===== src/rtl/bram_pq_pkg.sv =====
// Shared types and width helpers for the bram-backed priority queue controller.
package bram_pq_pkg;

    typedef enum logic [1:0] {IDLE, SCAN, DRAIN, MOVE} pq_state_t;

    function automatic int addr_w(input int depth);
        return $clog2(depth);
    endfunction

    function automatic int cnt_w(input int depth);
        return $clog2(depth) + 1;
    endfunction

endpackage


===== src/rtl/bram_pq_min_tracker.sv =====
// Running minimum over a stream of (value, addr) pairs; strict less-than keeps the lowest address on ties.
module pq_min_tracker #(
    parameter int DATA_WIDTH = 32,
    parameter int ADDR_W     = 8
) (
    input  logic                  clk,
    input  logic                  rst_n,
    input  logic                  init,
    input  logic                  valid,
    input  logic [DATA_WIDTH-1:0] value,
    input  logic [ADDR_W-1:0]     addr,
    output logic [DATA_WIDTH-1:0] min,
    output logic [ADDR_W-1:0]     min_addr
);

    always_ff @(posedge clk or negedge rst_n) begin
        if (!rst_n) begin
            min      <= '0;
            min_addr <= '0;
        end else if (valid && (init || value < min)) begin
            min      <= value;
            min_addr <= addr;
        end
    end

endmodule


===== src/rtl/bram_pq_ctrl.sv =====
// Unsorted array priority queue controller: appends on enqueue, scans for the minimum on dequeue
// and refills the hole with the last entry. The bram itself lives outside this block.
module bram_pq_ctrl
    import bram_pq_pkg::*;
#(
    parameter int DATA_WIDTH = 32,
    parameter int RAM_DEPTH  = 256
) (
    input  logic                           CLK,
    input  logic                           RSTn,
    input  logic                           i_enq_valid,
    input  logic [DATA_WIDTH-1:0]          i_enq_data,
    output logic                           o_enq_ready,
    input  logic                           i_deq_req,
    output logic                           o_deq_valid,
    output logic [DATA_WIDTH-1:0]          o_deq_data,
    output logic [cnt_w(RAM_DEPTH)-1:0]    o_count,
    output logic                           o_full,
    output logic                           o_empty,
    output logic                           o_busy,
    output logic                           o_write,
    output logic [addr_w(RAM_DEPTH)-1:0]   o_wrt_addr,
    output logic [DATA_WIDTH-1:0]          o_data,
    output logic                           o_read,
    output logic [addr_w(RAM_DEPTH)-1:0]   o_read_addr,
    input  logic [DATA_WIDTH-1:0]          i_data
);

    localparam int AddrW = addr_w(RAM_DEPTH);
    localparam int CntW  = cnt_w(RAM_DEPTH);

    pq_state_t             state;
    logic [CntW-1:0]       count;
    logic [AddrW-1:0]      rd_addr;
    logic                  cmp_valid;
    logic [AddrW-1:0]      cmp_addr;
    logic [DATA_WIDTH-1:0] last_val;
    logic [DATA_WIDTH-1:0] deq_data;
    logic [DATA_WIDTH-1:0] min;
    logic [AddrW-1:0]      min_addr;

    logic [CntW-1:0]  count_m1;
    logic [AddrW-1:0] last_addr;
    logic             is_empty;
    logic             is_full;
    logic             deq_start;
    logic             enq_fire;
    logic             move_write;

    assign count_m1   = count - CntW'(1);
    assign last_addr  = count_m1[AddrW-1:0];
    assign is_empty   = (count == '0);
    assign is_full    = (count == CntW'(RAM_DEPTH));
    assign deq_start  = (state == IDLE) && i_deq_req && !is_empty;
    assign o_enq_ready = (state == IDLE) && !is_full && !(i_deq_req && !is_empty);
    assign enq_fire   = o_enq_ready && i_enq_valid;
    assign move_write = (state == MOVE) && (min_addr != last_addr);

    // Read data lags the read by one cycle, so the compare stage tracks which address is arriving.
    always_ff @(posedge CLK or negedge RSTn) begin
        if (!RSTn) begin
            state     <= IDLE;
            count     <= '0;
            rd_addr   <= '0;
            cmp_valid <= 1'b0;
            cmp_addr  <= '0;
            last_val  <= '0;
            deq_data  <= '0;
        end else begin
            cmp_valid <= (state == SCAN);
            cmp_addr  <= rd_addr;
            if (cmp_valid && cmp_addr == last_addr) begin
                last_val <= i_data;
            end
            case (state)
                IDLE: begin
                    if (deq_start) begin
                        state   <= SCAN;
                        rd_addr <= '0;
                    end else if (enq_fire) begin
                        count <= count + CntW'(1);
                    end
                end
                SCAN: begin
                    if (rd_addr == last_addr) begin
                        state <= DRAIN;
                    end else begin
                        rd_addr <= rd_addr + AddrW'(1);
                    end
                end
                DRAIN: state <= MOVE;
                MOVE: begin
                    count    <= count_m1;
                    deq_data <= min;
                    state    <= IDLE;
                end
                default: state <= IDLE;
            endcase
        end
    end

    pq_min_tracker #(
        .DATA_WIDTH (DATA_WIDTH),
        .ADDR_W     (AddrW)
    ) u_min_tracker (
        .clk      (CLK),
        .rst_n    (RSTn),
        .init     (cmp_addr == '0),
        .valid    (cmp_valid),
        .value    (i_data),
        .addr     (cmp_addr),
        .min      (min),
        .min_addr (min_addr)
    );

    assign o_deq_valid = (state == MOVE);
    assign o_deq_data  = (state == MOVE) ? min : deq_data;
    assign o_count     = count;
    assign o_full      = is_full;
    assign o_empty     = is_empty;
    assign o_busy      = (state != IDLE);

    // bram ports are combinational so the bram samples them on the same edge as the controller.
    assign o_write     = enq_fire || move_write;
    assign o_wrt_addr  = (state == MOVE) ? min_addr : (enq_fire ? count[AddrW-1:0] : '0);
    assign o_data      = (state == MOVE) ? last_val : (enq_fire ? i_enq_data : '0);
    assign o_read      = (state == SCAN);
    assign o_read_addr = (state == SCAN) ? rd_addr : '0;

endmodule


===== config.mk =====
export PLATFORM = sky130hd
export DESIGN_NAME = bram_pq_ctrl
export DESIGN_NICKNAME = d
export VERILOG_FILES = /design/src/rtl/bram_pq_pkg.sv /design/src/rtl/bram_pq_min_tracker.sv /design/src/rtl/bram_pq_ctrl.sv
export SDC_FILE = /design/constraint.sdc
export NUM_CORES = 1
export LEC_CHECK = 0
export ABC_CLOCK_PERIOD_IN_PS = 2370
export CORE_MARGIN = 2
export CORE_UTILIZATION = 46
export CTS_BUF_LIST = sky130_fd_sc_hd__clkbuf_16
export DETAILED_ROUTE_END_ITERATION = 6
export PLACE_DENSITY = 0.87
export SYNTH_ARGS = -nofsm -noshare
export SYNTH_HDL_FRONTEND = slang
export SYNTH_SLANG_ARGS = --single-unit
export TNS_END_PERCENT = 1

===== constraint.sdc =====
create_clock -name CLK -period 2.37 [get_ports CLK]
set_input_delay 0.5925 -clock CLK [delete_from_list [all_inputs] [get_ports CLK]]
set_output_delay 0.5925 -clock CLK [all_outputs]
set_load 0.02 [all_outputs]

* Yosys cells after proc, flatten, opt, wreduce, memory -nomap -nowiden
Index checks and enable logic that the tools add are counted.
** Operators by class
- Divide/modulo/power cells :: 0
- $lt $le $gt $ge :: 1
- Bitwise logic cells :: 0
- Multiplexer cells :: 15
- Eq/ne operators :: 12
- Shifts and indexed selects :: 0
- Multiply operators :: 0
- $add $sub $neg :: 3
- Reduce and logical (&&, ||, !) cells :: 23
** Operators with widths (number)
- 32-bit 2-to-1 mux :: 3
- 8-bit 2-to-1 mux :: 5
- 32-bit < comparator :: 1
- 9-bit 2-to-1 mux :: 2
- 9-bit case mux with 2 select lines :: 1
- 8-bit == test :: 2
- 8-bit case mux with 2 select lines :: 1
- 9-bit by 1-bit adder with 9-bit output (second input constant) :: 1
- 9-bit == test (second input constant) :: 1
- 1-bit logical AND :: 9
- 9-bit logical NOT :: 1
- 9-bit by 1-bit subtractor with 9-bit output (second input constant) :: 1
- 8-bit by 1-bit adder with 8-bit output (second input constant) :: 1
- 8-bit logical NOT :: 1
- 2-bit inequality test (second input constant) :: 4
- 8-bit inequality test :: 1
- 2-bit case mux with 4 select lines :: 1
- 3-bit AND reduction :: 2
- 2-bit nonzero test :: 3
- 2-bit == test (second input constant) :: 2
- 2-bit 2-to-1 mux :: 2
- 1-bit logical NOT :: 3
- 2-bit by 1-bit == test with 1-bit output (second input constant) :: 1
- 2-bit logical NOT :: 1
- other kinds (3) :: 4
** Storage, ports and cells
- Output and inout port bits :: 96
- Memory bits (read-only) :: 0
- Memory bits (writable) :: 0
- Register bits after elaboration :: 132
- Memories kept :: 0
- Latch bits :: 0
- Logic and storage cells :: 63

* Longest topological paths before layout
- Depth in word-level cells :: 9
- Depth in mapped cells :: 11
- Depth with buffers taken out :: 9

* Modules after synthesis
From an unflattened synthesis, not the netlist that was laid out.
** Unflattened totals
- Cell total of the unflattened synthesis :: 672
- Area total of the unflattened synthesis :: 7353.3 µm²
** Modules (own cells, without submodules)
- bram_pq_ctrl :: area an instance 4890.9 µm², times used 1, cells each 472
- pq_min_tracker :: area an instance 2462.4 µm², times used 1, cells each 200

* Worst setup path after synthesis
No wires, ideal clock.
- Kind :: reg2out
- Start point :: register count[0], in the netlist o_count[0]
- End point :: output port o_wrt_addr[1]
- Data required time :: 1.778 ns
- Stages on the path, launching flop included :: 11
- Data arrival time :: 2.341 ns
- Slack :: -0.563 ns
- Cells stage by stage :: dfrtp_1 buf_4 inv_1 ha_1 nand3_1 mux2i_1 and3_1 clkbuf_1 buf_2 nand2_1 o21ai_0
** Between the ends
- Longest elaborated chain between the ends :: 8
** Ends and longest elaborated chain
- start: declaration :: RTL line bram_pq_ctrl.sv:33 : logic [CntW-1:0] count;
- start signal: assignment :: RTL line bram_pq_ctrl.sv:81 : count <= count + CntW'(1);
- start signal: assignment :: RTL line bram_pq_ctrl.sv:93 : count <= count_m1;
- 9-bit logical NOT :: RTL line bram_pq_ctrl.sv:52 : assign is_empty = (count == '0);
- 1-bit logical NOT :: RTL line bram_pq_ctrl.sv:55 : assign o_enq_ready = (state == IDLE) && !is_full && !(i_deq_req && !is_empty);
- 1-bit logical AND :: RTL line bram_pq_ctrl.sv:55
- 1-bit logical NOT :: RTL line bram_pq_ctrl.sv:55
- 1-bit logical AND * :: RTL line bram_pq_ctrl.sv:55
- 1-bit logical AND * :: RTL line bram_pq_ctrl.sv:56 : assign enq_fire = o_enq_ready && i_enq_valid;
- 8-bit 2-to-1 mux * (2 in series) :: RTL line bram_pq_ctrl.sv:125 : assign o_wrt_addr = (state == MOVE) ? min_addr : (enq_fire ? count[AddrW-1:0] : '0);
- end: declaration :: RTL line bram_pq_ctrl.sv:22 : output logic [addr_w(RAM_DEPTH)-1:0] o_wrt_addr,
Every way passes the cells marked *; elsewhere a longest branch is shown, timed or not.

* Final worst setup path
- Start point :: register count[6], in the netlist o_count[6]
- End point :: output port o_wrt_addr[0]
The elaborated chain is that of the path after synthesis.

==> impl_metrics.xml <==
<?xml version="1.0" encoding="UTF-8"?>
<metrics>
  <group name="sta">
    <metric name="slew_violations" unit="">0</metric>
    <metric name="slew_headroom" unit="%">69.0</metric>
    <metric name="fmax" unit="MHz">326</metric>
    <metric name="tightestPinTransition" unit="ns">0.460</metric>
    <metric name="timing.final.setup_violations" unit="">157</metric>
    <metric name="setup_slack" unit="ns">-0.700</metric>
    <metric name="final-hold-violation-count" unit="">0</metric>
    <metric name="rsz0062_at_grt" unit="">yes</metric>
    <metric name="worst_clock_skew" unit="ns">0.0135</metric>
    <metric name="post-route-min-period" unit="ns">3.07</metric>
    <metric name="tcrit_tclk_final" unit="%">130</metric>
    <metric name="fin_tns_setup" unit="ns">-44.07</metric>
  </group>
  <group name="final_layout">
    <metric name="area.growth.synth_to_final" unit="%">59.1</metric>
    <metric name="antenna-diode-count" unit="">0</metric>
    <metric name="fin_nets" unit="">1079</metric>
    <metric name="fraction_of_layout_instances_using_a_drive_strength_above_1" unit="%">46.8</metric>
    <metric name="mostFrequentLayoutCells" unit="">127 x sky130_fd_sc_hd__dfrtp_1, 111 x sky130_fd_sc_hd__buf_4, 72 x sky130_fd_sc_hd__nand2_1</metric>
    <metric name="layout_commonest_cell" unit="">sky130_fd_sc_hd__dfrtp_1</metric>
    <metric name="post_layout_instance_count_excluding_filler_cells" unit="">1200</metric>
    <metric name="fillCellCount" unit="">909</metric>
  </group>
  <group name="route">
    <metric name="met2RoutedLength" unit="µm">12200</metric>
    <metric name="drt-vias-per-instance" unit="">5.41</metric>
    <metric name="top_layer_used" unit="">met4</metric>
    <metric name="detailroute.wirelength.met3" unit="µm">1350</metric>
    <metric name="drc_errors_left" unit="">0</metric>
    <metric name="drt.antenna.violating_nets" unit="">0</metric>
    <metric name="drtPass1Iterations" unit="">5</metric>
    <metric name="first_iter_violations" unit="">372</metric>
    <metric name="detail_route.wl_per_cell" unit="µm">19.3</metric>
    <metric name="drt_wl_total" unit="µm">23200</metric>
    <metric name="m1WireLength" unit="µm">8910</metric>
    <metric name="routed_vias" unit="">6491</metric>
  </group>
  <group name="cts">
    <metric name="ctsHtreeMaxLevel" unit="">4</metric>
    <metric name="clk_root_buffer_cell" unit="">sky130_fd_sc_hd__clkbuf_16</metric>
    <metric name="clock_sinks" unit="">132</metric>
    <metric name="clkLatencyLatePin" unit="ns">0.43</metric>
    <metric name="clock_path_buffers" unit="">2</metric>
    <metric name="cts_buffers" unit="">17</metric>
    <metric name="tritoncts" unit="">yes</metric>
    <metric name="clock_transition_time_at_the_flip_flop_clock_pins_of_the_worst_setup_and_hold_paths" unit="ns">0.07</metric>
    <metric name="cts_hold_repair.buffers" unit="">0</metric>
  </group>
  <group name="die">
    <metric name="die_area" unit="µm²">17200</metric>
    <metric name="die_y" unit="µm">131</metric>
    <metric name="design.core.area" unit="µm²">15800</metric>
    <metric name="horizontal_die_dimension" unit="µm">131</metric>
    <metric name="initial_core_util" unit="%">46.9</metric>
    <metric name="ioPinCount" unit="">164</metric>
    <metric name="standard_cell_row_count" unit="">46</metric>
  </group>
  <group name="pwr">
    <metric name="internal-power" unit="mW">5.53</metric>
    <metric name="power_switching" unit="mW">2.41</metric>
    <metric name="sequentialPowerShare" unit="%">36.2</metric>
    <metric name="share_comb_of_total_power" unit="%">30.2</metric>
    <metric name="power.density_cell_area" unit="nW/µm²">671</metric>
    <metric name="ir_drop" unit="mV">0.600</metric>
    <metric name="netSwitchingFraction" unit="%">30.4</metric>
    <metric name="power.clock.fraction" unit="%">33.6</metric>
    <metric name="static-leakage-power" unit="nW">5.49</metric>
  </group>
  <group name="setup_path">
    <metric name="cp-start-kind" unit="">flop</metric>
    <metric name="regToRegEndpoint" unit="">u_min_tracker.min[24]$_DFFE_PN0P_</metric>
    <metric name="cpMaxStageDelayCell" unit="">sky130_fd_sc_hd__dfrtp_2</metric>
    <metric name="critical_path_arrival" unit="ns">2.48</metric>
    <metric name="timing.critical_path.required" unit="ns">1.78</metric>
    <metric name="regToRegSetupSlack" unit="ns">-0.22</metric>
    <metric name="critical_path.max_stage_delay" unit="ns">0.42</metric>
    <metric name="crit_path_end_kind" unit="">output port</metric>
    <metric name="timing.setup.critical_path_class" unit="">reg2out</metric>
    <metric name="reg2reg_from" unit="">u_min_tracker.min[5]$_DFFE_PN0P_</metric>
    <metric name="cpLargestDelayFamily" unit="">simple AND/OR/NAND/NOR gates</metric>
    <metric name="worst-r2r-cell-count" unit="">11</metric>
    <metric name="largest_fanout_on_the_critical_path" unit="">7</metric>
    <metric name="critPathBufInv" unit="">3</metric>
    <metric name="timing.critical_path.cells" unit="">nor4_4, nand3_2, mux2i_2, and3_4, buf_12, buf_16, nand2_4, o21ai_4, buf_6</metric>
  </group>
  <group name="synthesis">
    <metric name="synth_cell_area" unit="µm²">7430</metric>
    <metric name="fraction_of_registers_with_async_set_reset" unit="%">100</metric>
    <metric name="syn_nets" unit="">808</metric>
    <metric name="synth_sequential_area_ratio" unit="%">44.5</metric>
    <metric name="syn-instance-count" unit="">700</metric>
    <metric name="post-synth-top-area-cell" unit="">sky130_fd_sc_hd__dfrtp_1</metric>
    <metric name="synth_cell_type_count" unit="">61</metric>
    <metric name="yosys.area.top_type_share" unit="%">44.5</metric>
    <metric name="ys_top_cells_by_area" unit="">sky130_fd_sc_hd__dfrtp_1 44%, sky130_fd_sc_hd__mux2_2 10%, sky130_fd_sc_hd__ha_1 6.7%</metric>
    <metric name="synth-edff-count" unit="">0</metric>
    <metric name="synthesis.yosys.warnings" unit="">0</metric>
    <metric name="main_synth_ff_type" unit="">sky130_fd_sc_hd__dfrtp_1</metric>
    <metric name="synth_seq_cells" unit="">132</metric>
    <metric name="syn-mean-instance-area" unit="µm²">10.6</metric>
  </group>
  <group name="place">
    <metric name="numPortBuffers" unit="">163</metric>
    <metric name="place_hpwl" unit="µm">15100</metric>
    <metric name="dp_slack" unit="ns">-0.958</metric>
    <metric name="placed_instances" unit="">1158</metric>
    <metric name="finalWeightedCongestion" unit="">0.907</metric>
  </group>
  <group name="global_route">
    <metric name="grt_pass1_vias" unit="">6852</metric>
    <metric name="grt_use_total" unit="%">27.4</metric>
    <metric name="grt_pass1_wl" unit="µm">35400</metric>
    <metric name="antenna_violations_before_repair" unit="">0</metric>
    <metric name="largest_net_degree_at_the_start_of_global_routing" unit="">58</metric>
    <metric name="grt_remaining_overflow" unit="">0</metric>
  </group>
  <group name="run_status">
    <metric name="violated_checks" unit="">negative setup slack</metric>
    <metric name="status" unit="">finished, violations left</metric>
  </group>
  <group name="worst_hold_path">
    <metric name="hold_path_class" unit="">in2async</metric>
  </group>
  <group name="flow_run">
    <metric name="maxCapViolCount" unit="">0</metric>
  </group>
</metrics>
==> power by group through the flow <==
stage / Sequential [mW] / Combinational (mW) / Clock (mW)
after floorplan: 2.81 / 1.31 / 0
after global placement: 2.85 / 1.99 / 0
after detailed placement: 2.88 / 2.08 / 0
after CTS: 2.86 / 2.24 / 2.66
after global routing: 2.91 / 2.63 / 2.79
final: 2.87 / 2.39 / 2.67
==> state kept, by name, summed over array words and instances, names as in the netlist <==
| register | cells |
|---|---|
| state | 2 |
| u_min_tracker.min_addr | 8 |
| last_val | 32 |
| u_min_tracker.min | 32 |
| cmp_addr | 8 |
| rd_addr | 8 |
| o_count | 9 |
| deq_data | 32 |
| cmp_valid | 1 |
==> layer usage <==
metal  vias to the layer above  track usage [%]
met5                         -                0
met2                       246             49.0
met3                        64             6.82
met4                         0             10.8
li1                       2960                -
met1                      3221             31.5
==> cells by family after synthesis <==
family          Yosys count  synth area share [%]
compound gates          107                  9.16
xor+xnor                 36                  4.73
fa+ha+maj                40                  6.74
buf+inv                  88                  5.59
flops                   132                  44.5
mux                     100                  16.6
simple gates            197                  12.7
==> how the worst max path moves through the flow <==
| stage | startpoint | end | cells after the start |
|---|---|---|---|
| CTS | o_count[5]$_DFFE_PN0P_ | o_wrt_addr[0] | 9 |
| global placement | i_data[2] | u_min_tracker.min[25]$_DFFE_PN0P_ | 11 |
| global route | o_count[6]$_DFFE_PN0P_ | o_wrt_addr[0] | 9 |
| floorplan | o_count[7]$_DFFE_PN0P_ | o_wrt_addr[4] | 9 |
| detailed placement | i_data[2] | u_min_tracker.min[18]$_DFFE_PN0P_ | 11 |
| finish | o_count[6]$_DFFE_PN0P_ | o_wrt_addr[0] | 9 |
==> final cells by class <==
type / count / area, µm² / area share, %
clock inverters: 15 / 168 / 1.42
multi-input cells: 480 / 4590 / 38.8
inverters: 53 / 204 / 1.73
repair buffers: 287 / 2850 / 24.1
clock buffers: 17 / 425 / 3.60
well taps: 216 / 270 / 2.29
flip-flops and latches: 132 / 3310 / 28.0
==> what timing repair did <==
item | CTS | global route
gates resized for setup | 496 | 54
setup buffers | 7 | 1
gates cloned | 2 | 0
pin swaps | 26 | 12
setup endpoints to repair | 170 | 171
==> worst reg2reg max path, delay by kind of cell (launching register included) <==
| kind | cells | cell delay [ns] |
|---|---|---|
| compound gates | 5 | 0.96 |
| buf+inv | 3 | 0.44 |
| flops | 1 | 0.40 |
| mux | 1 | 0.39 |
| fa+ha+maj | 1 | 0.22 |
| simple gates | 1 | 0.08 |
==> stage by stage <==
step | hold WS, ns | total power [mW] | instance area (µm²) | util [%]
after detailed placement | 0.436 | 4.96 | 10700 | 67.5
after CTS | 0.0517 | 7.76 | 11700 | 73.7
after global placement | 0.433 | 4.84 | 10700 | 67.5
after floorplan | 0.297 | 4.12 | 7980 | -
after global routing | 0.0534 | 8.34 | 11800 | 74.7
final | 0.0501 | 7.93 | 11800 | 74.7
==> cell usage after synthesis (all sizes together), types with 5 or more instances <==
master	count
ha	40
inv	53
nor3	11
o21ai	54
buf	21
nor2b	5
nand3	11
xor2	15
clkbuf	14
a21oi	18
o2bb2ai	8
mux2	97
dfrtp	132
nand4	15
nor2	31
and2	7
xnor2	19
nand2	102
Power figures use the tool's default switching activity.
